## src/rtl/f_stage_pkg.sv

```systemverilog
// Shared CPU constants: reset/exception vectors, legal instruction-memory
// window and fetch exception codes, also used by CP0 and the M stage.
package f_stage_pkg;

    localparam logic [31:0] RESET_PC_C  = 32'h0000_3000;
    localparam logic [31:0] EXC_ENTRY_C = 32'h0000_4180;
    localparam logic [31:0] IM_LO_C     = 32'h0000_3000;
    localparam logic [31:0] IM_HI_C     = 32'h0000_6FFC;

    localparam logic [4:0] EXC_NONE = 5'd0;
    localparam logic [4:0] EXC_ADEL = 5'd4;

    typedef enum logic [2:0] {
        NPC_EXC,
        NPC_ERET,
        NPC_HOLD,
        NPC_REDIR,
        NPC_SEQ
    } npc_src_t;

    // Misaligned or outside the inclusive instruction-memory window.
    function automatic logic fetch_fault(input logic [31:0] pc,
                                         input logic [31:0] lo,
                                         input logic [31:0] hi);
        return (pc[1:0] != 2'b00) || (pc < lo) || (pc > hi);
    endfunction

endpackage

```

## src/rtl/f_stage_npc_sel.sv

```systemverilog
// Combinational next-PC priority selector for the fetch stage.
module f_npc_sel
    import f_stage_pkg::*;
#(
    parameter logic [31:0] EXC_ENTRY = EXC_ENTRY_C
) (
    input  logic [31:0] pc,
    input  logic        stall,
    input  logic        redirect_valid,
    input  logic [31:0] redirect_pc,
    input  logic        exc_req,
    input  logic        eret_req,
    input  logic [31:0] epc,
    output logic [31:0] npc,
    output logic        advance
);

    npc_src_t src;

    // Exceptions and eret win over a stall; a stalled redirect is dropped.
    always_comb begin
        src = NPC_SEQ;
        if (exc_req)
            src = NPC_EXC;
        else if (eret_req)
            src = NPC_ERET;
        else if (stall)
            src = NPC_HOLD;
        else if (redirect_valid)
            src = NPC_REDIR;
    end

    always_comb begin
        npc     = pc + 32'd4;
        advance = 1'b1;
        case (src)
            NPC_EXC:   npc = EXC_ENTRY;
            NPC_ERET:  npc = epc;
            NPC_HOLD: begin
                npc     = pc;
                advance = 1'b0;
            end
            NPC_REDIR: npc = redirect_pc;
            default:   npc = pc + 32'd4;
        endcase
    end

endmodule

```

## src/rtl/f_stage.sv

```systemverilog
// Fetch stage: PC register, fetch-address fault detection, delay-slot and
// D-flush signalling, and a count of cycles in which the PC advanced.
module f_stage
    import f_stage_pkg::*;
#(
    parameter logic [31:0] RESET_PC  = RESET_PC_C,
    parameter logic [31:0] EXC_ENTRY = EXC_ENTRY_C,
    parameter logic [31:0] IM_LO     = IM_LO_C,
    parameter logic [31:0] IM_HI     = IM_HI_C
) (
    input  logic        Clk,
    input  logic        Rst,
    input  logic        Stall,
    input  logic        Redirect_valid,
    input  logic [31:0] Redirect_pc,
    input  logic        Is_branch_D,
    input  logic        Exc_req,
    input  logic        Eret_req,
    input  logic [31:0] Epc,
    output logic [31:0] PC_out,
    output logic [4:0]  Exc_code_out,
    output logic        BD_out,
    output logic        Flush_D,
    output logic [31:0] Fetch_cnt
);

    logic [31:0] pc_q  = RESET_PC;
    logic [31:0] cnt_q = 32'd0;
    logic [31:0] npc;
    logic        advance;

    f_npc_sel #(
        .EXC_ENTRY(EXC_ENTRY)
    ) u_npc_sel (
        .pc            (pc_q),
        .stall         (Stall),
        .redirect_valid(Redirect_valid),
        .redirect_pc   (Redirect_pc),
        .exc_req       (Exc_req),
        .eret_req      (Eret_req),
        .epc           (Epc),
        .npc           (npc),
        .advance       (advance)
    );

    always_ff @(posedge Clk) begin
        if (Rst) begin
            pc_q  <= RESET_PC;
            cnt_q <= 32'd0;
        end else begin
            pc_q <= npc;
            if (advance)
                cnt_q <= cnt_q + 32'd1;
        end
    end

    // A faulting PC is still presented; the fault travels down the D path.
    assign PC_out       = pc_q;
    assign Exc_code_out = fetch_fault(pc_q, IM_LO, IM_HI) ? EXC_ADEL : EXC_NONE;
    assign Flush_D      = Exc_req | Eret_req;
    assign BD_out       = Is_branch_D & ~(Exc_req | Eret_req);
    assign Fetch_cnt    = cnt_q;

endmodule

```

## config.mk

```make
export PLATFORM = sky130hd
export DESIGN_NAME = f_stage
export DESIGN_NICKNAME = d
export VERILOG_FILES = /design/src/rtl/f_stage_pkg.sv /design/src/rtl/f_stage_npc_sel.sv /design/src/rtl/f_stage.sv
export SDC_FILE = /design/constraint.sdc
export NUM_CORES = 1
export LEC_CHECK = 0
export CAP_MARGIN = 10
export CORE_UTILIZATION = 41
export DETAILED_ROUTE_END_ITERATION = 7
export PLACE_DENSITY_LB_ADDON = 0.12
export SETUP_SLACK_MARGIN = 0.05
export SLEW_MARGIN = 20
export SYNTH_ARGS = -nofsm -noshare
export SYNTH_HDL_FRONTEND = slang
export SYNTH_HIERARCHICAL = 1
export SYNTH_SLANG_ARGS = --single-unit
export TNS_END_PERCENT = 100
```

## constraint.sdc

```tcl
create_clock -name Clk -period 2.7 [get_ports Clk]
set_input_delay 0.675 -clock Clk [delete_from_list [all_inputs] [get_ports Clk]]
set_output_delay 0.675 -clock Clk [all_outputs]
set_load 0.05 [all_outputs]
```

* After elaboration in Yosys (flattened, before gate mapping)
Index checks and enable logic that the tools add are counted.
** Word-level totals
- Register bits after elaboration :: 64
- Bits of input ports :: 71
** Cells by class
- Add/sub/neg operators :: 2
- $lt $le $gt $ge :: 2
- Eq/ne operators :: 3
- Multiplexer cells :: 6
- Bitwise logic cells :: 3
- Reductions and logical operators :: 4
** Operators by type and width (count)
- 32-bit case mux with 4 select lines :: 1
- 32-bit by 1-bit adder with 32-bit output (second input constant) :: 1
- 32-bit by 3-bit adder with 32-bit output (second input constant) :: 1
- 32-bit by 15-bit greater-than comparator with 1-bit output (second input constant) :: 1
- 32-bit by 14-bit less-than comparator with 1-bit output (second input constant) :: 1
- 3-bit 2-to-1 mux :: 5
- 3-bit by 2-bit == test with 1-bit output (second input constant) :: 2
- 3-bit by 1-bit == test with 1-bit output (second input constant) :: 1
- 3-bit logical NOT :: 1
- 1-bit logical OR :: 2
- 2-bit nonzero test :: 1
- 1-bit AND :: 1
- 1-bit NOT :: 1
- 1-bit bitwise OR :: 1

* Depth between registers and ports, before layout
Gate-level depths: netlist of the first run.
- Word-level depth :: 6
- Mapped depth :: 9
- Mapped depth without buffers :: 7

* Cells and area by module
The synthesis of the first run kept the hierarchy.
** By module, submodules not included
- f_stage :: times used 1, cells each 258, area each 2452.4 µm², seq. area each 1281.2 µm²
- f_npc_sel :: times used 1, cells each 212, area each 1418.9 µm², seq. area each 0.0 µm²

* Least setup slack after synthesis of the first run
Ideal clock, no wire load.
- Kind :: input -> register
- Start point :: input Eret_req
- End point :: register cnt_q[22] (netlist: Fetch_cnt[22])
- Library setup time :: 0.121 ns
- Arrival :: 2.643 ns
- Data required time :: 2.579 ns
- Path slack :: -0.064 ns
- Stages on the path :: 9
- Path buffers :: 3
- Path through :: clkbuf_1 -> nor3_1 -> inv_1 -> buf_2 -> nand4_2 -> or4_1 -> clkbuf_1 -> nor3_1 -> mux2_2
** On the way
- Longest elaborated chain between the ends :: 3
** RTL lines
- start: declaration :: RTL line f_stage.sv:18 : input logic Eret_req,
- 3-bit 2-to-1 mux :: RTL line f_stage_npc_sel.sv:25 : else if (eret_req)
- 3-bit 2-to-1 mux :: RTL line f_stage_npc_sel.sv:23 : if (exc_req)
- 3-bit by 2-bit == test with 1-bit output :: RTL line f_stage_npc_sel.sv:36 : case (src)
- end signal: assignment :: RTL line f_stage.sv:53 : cnt_q <= cnt_q + 32'd1;
- end: declaration :: RTL line f_stage.sv:28 : logic [31:0] cnt_q = 32'd0;
Every way passes these cells.
A chain may end at the register's enable or synchronous reset.

* Worst setup path in the final report of the first run
- Start point :: input Exc_req
- End point :: output Flush_D
** On the way
- Longest elaborated chain between the ends :: 1
** RTL lines
- start: declaration :: RTL line f_stage.sv:17 : input logic Exc_req,
- 1-bit bitwise OR :: RTL line f_stage.sv:60 : assign Flush_D = Exc_req | Eret_req;
- end: declaration :: RTL line f_stage.sv:23 : output logic Flush_D,
Every way passes these cells.

==> results.md, run 1 <==
Status:
- The flow ran to the end, and the final reports show no timing, DRC or antenna violations.

GRT:
- The initial antenna violation count is 0.
- The maximum number of pins on one net before global-route repair is 43.
- The first global-routing pass estimated 19900 µm of wire.
- Across every metal layer, demand over resource in global routing totals 0.249.
- The number of global-route vias before repair was 3969.
- The global-route congestion overflow total is 0.

Die:
- The floorplan has 35 rows.
- The die extent in x is 99.2 µm.
- The area enclosed by the die boundary is 9830 µm².
- The core region area is 9200 µm².
- The vertical die dimension is 99.2 µm.
- For this configuration, the core starts out at a cell density of 0.421.
- The I/O pin count is 142.

Drt:
- Across all layers, the routed design uses 4269 vias.
- For this run, design rule violations remaining after detail routing come to 0.
- The total iterations of the first detailed-routing run is 5.
- After detailed routing, the number of vias per cell comes to 5.80.
- The count of nets left with antenna violations once routing finished came out at 0.
- In the final routed layout, each cell accounts on average for 16.3 µm.
- For this block, the routed nets add up to 12000 µm of wire.
- The number of DRC violations after detailed-routing iteration 0 is 197.

Worst hold path:
- The worst hold path terminates at Fetch_cnt[30].
- The path type of the worst min-delay path is reg -> reg.
- The worst hold path was traced through 2 stages.
- In this run the most critical hold path is launched from Fetch_cnt[30].

Clock tree:
- The clock latency on the worst-skew pair is 340 ps.
- The tree built by TritonCTS fans out to 64 sinks.
- The TritonCTS clock tree is done.
- The H-tree was split into 3 levels.
- After clock tree synthesis, the flow added hold-fix buffers numbering 0.
- After clock tree synthesis, the setup repair step added 0 buffers.
- TritonCTS created 9 clock buffers.
- In this run the deepest clock path goes through 2 buffers.
- The number of gates resized after cts is 2.
- The buffer type at the clock tree root is sky130_fd_sc_hd__clkbuf_8.
- The clock-pin slew reported for the worst setup and hold paths after clock tree synthesis is 80 ps.

Place:
- The cell area after placement is 5500 µm².
- In this run, placement finished with an instance count of 720.
- The half-perimeter wire length of the detailed placement result is 8900 µm.
- At the placement stage, the worst setup path has a slack of -128 ps.
- The final weighted congestion in routability-driven placement is 0.831.
- Input and output buffers added on the ports amount to 137.

Worst setup path:
- Along the worst path, the maximum fanout reaches 14.
- The startpoint identified for the worst register-to-register timing path is Fetch_cnt[15].
- The required time at the worst-slack endpoint is 2030 ps.
- The critical path class is in -> out.
- The arrival time of data at the critical path endpoint is 1940 ps.
- The cell count of the worst reg-to-reg path is 4.
- For flop-to-flop paths, the worst setup slack is 420 ps.
- The worst setup path is launched from an input pin.
- The kind of end point of the critical path is an output pin.
- The endpoint identified for the worst register-to-register timing path is Fetch_cnt[31].

STA:
- In the post-route analysis, the smallest setup slack over all paths is 83.4 ps.
- The worst pin sits at a relative slew slack of 0.489.
- The slew of the pin with the lowest slew margin is 766 ps.
- Timing would allow up to 382 MHz.
- The share of the clock period used by the worst path after layout is 0.969.
- The final total negative setup slack is 0 ps.
- The number of failing hold endpoints at the final stage is 0.
- The minimum clock period is 2620 ps.
- The number of max-slew violations in the final report is 0.
- On the final layout, the worst clock skew is 9.89 ps.
- Setup violations remaining at the end of the flow were counted as 0.
- Setup repair after global routing could not meet its margin everywhere.

Synthesis:
- Of all flip-flops after synthesis, the portion carrying an async set or reset was 0.
- The area share of the largest cell type after synthesis is 0.331.
- After synthesis, the cell types taking the most area are sky130_fd_sc_hd__dfxtp_1, sky130_fd_sc_hd__nor2b_1, sky130_fd_sc_hd__xor2_1.
- The sequential share of the synthesized area is 0.331.
- Of all cell types, the one taking the most synthesized area is sky130_fd_sc_hd__dfxtp_1.
- Averaged over all synthesized cells, the footprint is 8.24 µm².
- The number of distinct library cell variants in the gate-level netlist after synthesis is 63.
- The flip-flop and latch count after synthesis is 64.
- The predominant post-synthesis flop cell is sky130_fd_sc_hd__dfxtp_1.
- Yosys mapped a number of flops with a built-in enable equal to 0.
- The synthesized cell area is 3870 µm².
- The number of warnings printed during yosys synthesis is 6.
- Counting every instance in the synthesized netlist gives 470.

Power and ir drop:
- The power density normalized to cell area is 417 nW/µm².
- Summed over all cells, the static leakage comes to 2.00 nW.
- The maximum vdd ir drop is 0.000201 V.

Final layout:
- The sequential cells in the finished layout cover a total of 1280 µm².
- The post-layout utilization of the core is 0.621.
- Leaving out fill and tap cells, the most frequent cells in the layout are sky130_fd_sc_hd__clkdlybuf4s50_1, sky130_fd_sc_hd__dfxtp_1, sky130_fd_sc_hd__nor2_1, sky130_fd_sc_hd__a21oi_1, sky130_fd_sc_hd__nor2b_1.
- In the final design database the tool counted 693 nets.
- Leaving out fill and tap cells, the most frequent cell in the layout is sky130_fd_sc_hd__clkdlybuf4s50_1.
- The finished cells cover 5710 µm².
- The multi-input combinational cells in the finished layout cover a total of 2410 µm².
- The layout cell share with drive strength beyond 1 is 0.126.
- The layout has 838 filler cells.
- Relative to the synthesized area, the layout overhead comes to 47.6%.
- The number of antenna diodes in the final layout is 0.
- The number of standard cells in the final layout excluding fillers is 736.

Job:
- The max-capacitance violation count is 0.
[layout make-up]
| cell class | count | area share |
|---|---|---|
| multi-input cells | 367 | 0.422 |
| well taps | 111 | 0.0243 |
| clock buffers | 10 | 0.0241 |
| flip-flops and latches | 64 | 0.224 |
| inverters | 8 | 0.00526 |
| repair buffers | 170 | 0.288 |
| clock inverters | 6 | 0.0118 |
[critical path, cell delays in order]
cell	delay [ps]
sky130_fd_sc_hd__clkdlybuf4s50_1	440
sky130_fd_sc_hd__buf_4	210
sky130_fd_sc_hd__or2_2	320
sky130_fd_sc_hd__buf_4	150
sky130_fd_sc_hd__buf_12	140
[metal layers]
layer  up-vias  track usage  routed length (µm)
met5         -            0                   0
met4         0       0.0667                 133
met3        14       0.0499                 792
met2       163        0.407                5670
met1      2022        0.337                5400
li1       2070            -                   -
[sequential cells by signal, summed over array words and instances, names as in the netlist]
name,count
PC_out,32
Fetch_cnt,32
[synthesized netlist by cell type (3+ instances only)]
cell type,n
sky130_fd_sc_hd__dfxtp_1,64
sky130_fd_sc_hd__nor2_1,39
sky130_fd_sc_hd__a21oi_1,36
sky130_fd_sc_hd__nor2b_1,34
sky130_fd_sc_hd__nand3_1,24
sky130_fd_sc_hd__xor2_1,22
sky130_fd_sc_hd__nand2_1,21
sky130_fd_sc_hd__nand4_1,21
sky130_fd_sc_hd__o21ai_0,17
sky130_fd_sc_hd__clkbuf_1,13
sky130_fd_sc_hd__or4_1,10
sky130_fd_sc_hd__a221oi_1,9
sky130_fd_sc_hd__a222oi_1,9
sky130_fd_sc_hd__buf_2,9
sky130_fd_sc_hd__inv_1,8
sky130_fd_sc_hd__nor3_1,8
sky130_fd_sc_hd__o21ai_1,8
sky130_fd_sc_hd__and3_1,7
sky130_fd_sc_hd__o31ai_1,7
sky130_fd_sc_hd__or3_1,7
sky130_fd_sc_hd__a221o_1,6
sky130_fd_sc_hd__buf_4,6
sky130_fd_sc_hd__nor4_1,6
sky130_fd_sc_hd__and4_1,5
sky130_fd_sc_hd__xnor2_1,5
sky130_fd_sc_hd__a22oi_1,4
sky130_fd_sc_hd__buf_1,4
sky130_fd_sc_hd__mux2i_1,4
sky130_fd_sc_hd__o22ai_1,4
sky130_fd_sc_hd__or2_2,4
sky130_fd_sc_hd__a211oi_2,3
sky130_fd_sc_hd__a31oi_1,3
sky130_fd_sc_hd__nand2b_1,3
[cell families after synthesis]
group                      synth area share
other                              0.000969
buffers and inverters                0.0517
xor gates and xnor gates             0.0611
muxes                                0.0162
and+or+nand+nor                       0.322
DFF                                   0.331
AOI/OAI and AO/OA                     0.211
adders and majority gates           0.00646
[where the power goes]
group	total [mW]	switching [mW]	internal, mW
Clock	0.848	0.393	0.455
Sequential	1.02	0.0442	0.972
Combinational	0.520	0.276	0.245
[stage by stage]
step / power, mW / hold slack (ps)
2_1_floorplan: 1.31 / 716
3_3_place_gp: 1.55 / 485
3_5_place_dp: 1.56 / 491
4_1_cts: 2.40 / 502
5_1_grt: 2.48 / 528
6_report: 2.38 / 504
[worst max path at each step]
stage,to,slack (ps),start
floorplan,Fetch_cnt[22],60,Eret_req
global route,Flush_D,30,Exc_req
finish,Flush_D,80,Exc_req
global placement,Fetch_cnt[17],-50,Exc_req
CTS,BD_out,60,Exc_req
detailed placement,Fetch_cnt[17],-130,Exc_req
No activity file was read; power rests on OpenSTA's default activity.
==> run 2, diff against run 1 <==
- SLEW_MARGIN: 20 -> not set
==> results of run 2 <==
The final DEF is identical to that of run 1; final timing and power are the same.
==> run 3, diff against run 2 <==
- REMOVE_ABC_BUFFERS: not set -> 1
- SKIP_CTS_REPAIR_TIMING: not set -> 1
==> results.md, run 3 (synthesis results as in run 1) <==
Status:
- The flow ran to the end, and the final reports show no timing, DRC or antenna violations.

Clock tree:
- The CTS buffer count is 9.
- CTS placed an instance of sky130_fd_sc_hd__clkbuf_8 at the clock tree root.
- The maximum level of the CTS H-tree is 3.
- In this run the deepest clock path goes through 2 buffers.
- The clock latency on the worst-skew pair is 350 ps.
- The clock drives 64 sinks.
- The TritonCTS clock tree is done.
- After clock tree synthesis, the clock-pin slew on the worst setup and hold paths is 80 ps.

Die:
- The vertical die dimension is 99.2 µm.
- The die is 99.2 µm wide.
- In this run the core area contains 35 standard-cell rows.
- The core region area is 9200 µm².
- For this configuration, the core starts out at a cell density of 0.421.
- The area enclosed by the die boundary is 9830 µm².
- The I/O pin count is 142.

Power and ir drop:
- For this design the ratio of total power to cell area is 421 nW/µm².
- The cell leakage power is 1.97 nW.
- The total power draw is 2.39 mW.
- The maximum vdd ir drop is 0.000261 V.

Drt:
- The routed design has 11700 µm of wire.
- Before antenna repair, the detailed router went through 5 iterations.
- In the routed design, unresolved DRC markers number 0.
- The via density per instance is 5.83.
- Summing over every cut layer, the via total after detailed routing is 4252.
- The number of DRC violations after detailed-routing iteration 0 is 197.
- The detail route stage leaves a number of antenna-violating nets equal to 0.
- The average routed wire per standard cell is 16.0 µm.

Worst setup path:
- For the worst flop-to-flop path, the logic depth is 4.
- The register-to-register setup slack is 400 ps.
- The maximum fanout along the worst path is 22.
- The category of cells accounting for the largest share of critical-path delay is buffers and inverters.
- The stage delay of the slowest cell on the critical path is 450 ps.
- The destination of the worst register-to-register timing path is Fetch_cnt[30].
- The startpoint kind of the worst setup timing path is an input pin.
- The launching instance or port of the critical path is Eret_req.
- STA puts the critical path data arrival time at 1930 ps.
- The critical path goes through clkdlybuf4s50_1 -> buf_6 -> or2_2 -> nor2_2 -> buf_12.
- STA puts the critical path data required time at 2030 ps.
- The critical path is of the in -> out type.
- The origin of the critical flop-to-flop path is Fetch_cnt[7].
- The count of buffering cells on the critical path with inverters included is 3.
- The worst setup path is captured at an output pin.
- The cell with the largest stage delay on the worst path is sky130_fd_sc_hd__clkdlybuf4s50_1.

STA:
- Once routing completed, OpenROAD measured the worst setup slack at 98.7 ps.
- The relative slew slack is 0.561.
- The number of setup violations in the final report is 0.
- The number of failing hold endpoints at the final stage is 0.
- The number of max-slew violations in the final report came to 0.
- The share of the clock period used by the worst path after layout is 0.963.
- For the pin with the worst max-slew slack, the measured transition is 653 ps.
- Setup repair after global routing left no endpoint under its margin.
- The fmax is 384 MHz.
- Subtracting the final worst setup slack from the clock period gives 2600 ps.
- Summed over all failing endpoints, the final setup total negative slack is 0 ps.
- Between clock sinks in the finished design, the worst skew comes to 12.0 ps.

Final layout:
- Summing all multi-input logic gate instances after layout gives 2410 µm².
- The area growth from synthesis to layout is 46.5%.
- The most common cell after layout, fill and taps aside is sky130_fd_sc_hd__clkdlybuf4s50_1.
- The layout cell share with drive strength beyond 1 is 0.118.
- The sequential standard cell area is 1280 µm².
- The filler cells instantiated in the layout total 838.
- At the end of the flow, the number of nets in the layout was 686.
- The top cell types in the final layout, fill and taps aside, are sky130_fd_sc_hd__clkdlybuf4s50_1, sky130_fd_sc_hd__dfxtp_1, sky130_fd_sc_hd__nor2_1, sky130_fd_sc_hd__a21oi_1, sky130_fd_sc_hd__nor2b_1.
- For this run, the share of the core covered by cells in the final layout is 0.617.
- The number of standard cells in the final layout excluding fillers is 729.
- The number of antenna cells inserted is 0.

Worst hold path:
- The hold-critical path endpoint is Fetch_cnt[30].
- The tightest min-delay check is of the reg -> reg type.
- In this run the most critical hold path is launched from Fetch_cnt[30].
- The worst hold path was traced through 2 stages.

GRT:
- The global-route wire length before repair is 18900 µm.
- The global-route congestion overflow total is 0.
- In the global route stage, overall resource usage came out at 0.239.
- The number of global-route vias before repair is 3938.
- The initial antenna violation count came to 0.
- Entering global routing, the biggest net connects 27 pins.

Place:
- OpenSTA, run right after detailed placement, puts the worst setup slack at -78.8 ps.
- The congestion estimate from routability-driven global placement came to 0.834.
- The count of buffers from port buffering is 137.
- The cell count after placement is 713.
- The HPWL after detailed placement is 8590 µm.

Job:
- Across the run, the number of max-cap violations was 0.
-- run 3: cell count changes in the layout (fill, tap and decap cells not counted) --
cell / delta
sky130_fd_sc_hd__nor2_2: +1
sky130_fd_sc_hd__buf_12: +1
sky130_fd_sc_hd__nor2_4: -1
sky130_fd_sc_hd__buf_6: +1
sky130_fd_sc_hd__buf_4: -8
sky130_fd_sc_hd__dlygate4sd2_1: -1
-- run 3: metal layers --
layer | GRT usage | vias up | routed length [µm]
met5 | 0 | - | 0
met4 | 0.0860 | 0 | 228
met3 | 0.0583 | 22 | 789
met2 | 0.398 | 166 | 5590
met1 | 0.303 | 2011 | 5040
li1 | - | 2053 | -
-- run 3: per-stage QoR --
stage	area [µm²]	hold slack [ps]
3_3_place_gp	5460	484
5_1_grt	5670	539
6_report	5670	509
2_1_floorplan	3710	710
4_1_cts	5670	506
3_5_place_dp	5460	488
-- run 3: worst max path at each step --
| stage | endpoint | slack, ps | cells past startpoint |
|---|---|---|---|
| 5_1_grt | BD_out | 40 | 5 |
| 3_3_place_gp | Fetch_cnt[22] | 7 | 8 |
| 2_1_floorplan | Fetch_cnt[31] | -470 | 7 |
| 3_5_place_dp | Fetch_cnt[22] | -80 | 8 |
| 4_1_cts | BD_out | 10 | 5 |
| 6_report | BD_out | 100 | 5 |
-- run 3: area by class of cell --
type / count / area share
inverters: 8 / 0.00529
clock buffers: 10 / 0.0243
repair buffers: 163 / 0.283
well taps: 111 / 0.0245
clock inverters: 6 / 0.0119
multi-input cells: 367 / 0.425
flip-flops and latches: 64 / 0.226
-- run 3: worst reg2reg max path, stage by stage (launching register included) --
cell,delay [ps]
sky130_fd_sc_hd__dfxtp_1,460
sky130_fd_sc_hd__nand4_1,220
sky130_fd_sc_hd__or4_1,800
sky130_fd_sc_hd__or4_1,600
sky130_fd_sc_hd__a21oi_1,150
-- run 3: power by group --
part / internal (mW) / switching, mW / total [mW]
Sequential: 0.972 / 0.0509 / 1.02
Clock: 0.454 / 0.410 / 0.864
Combinational: 0.236 / 0.264 / 0.501
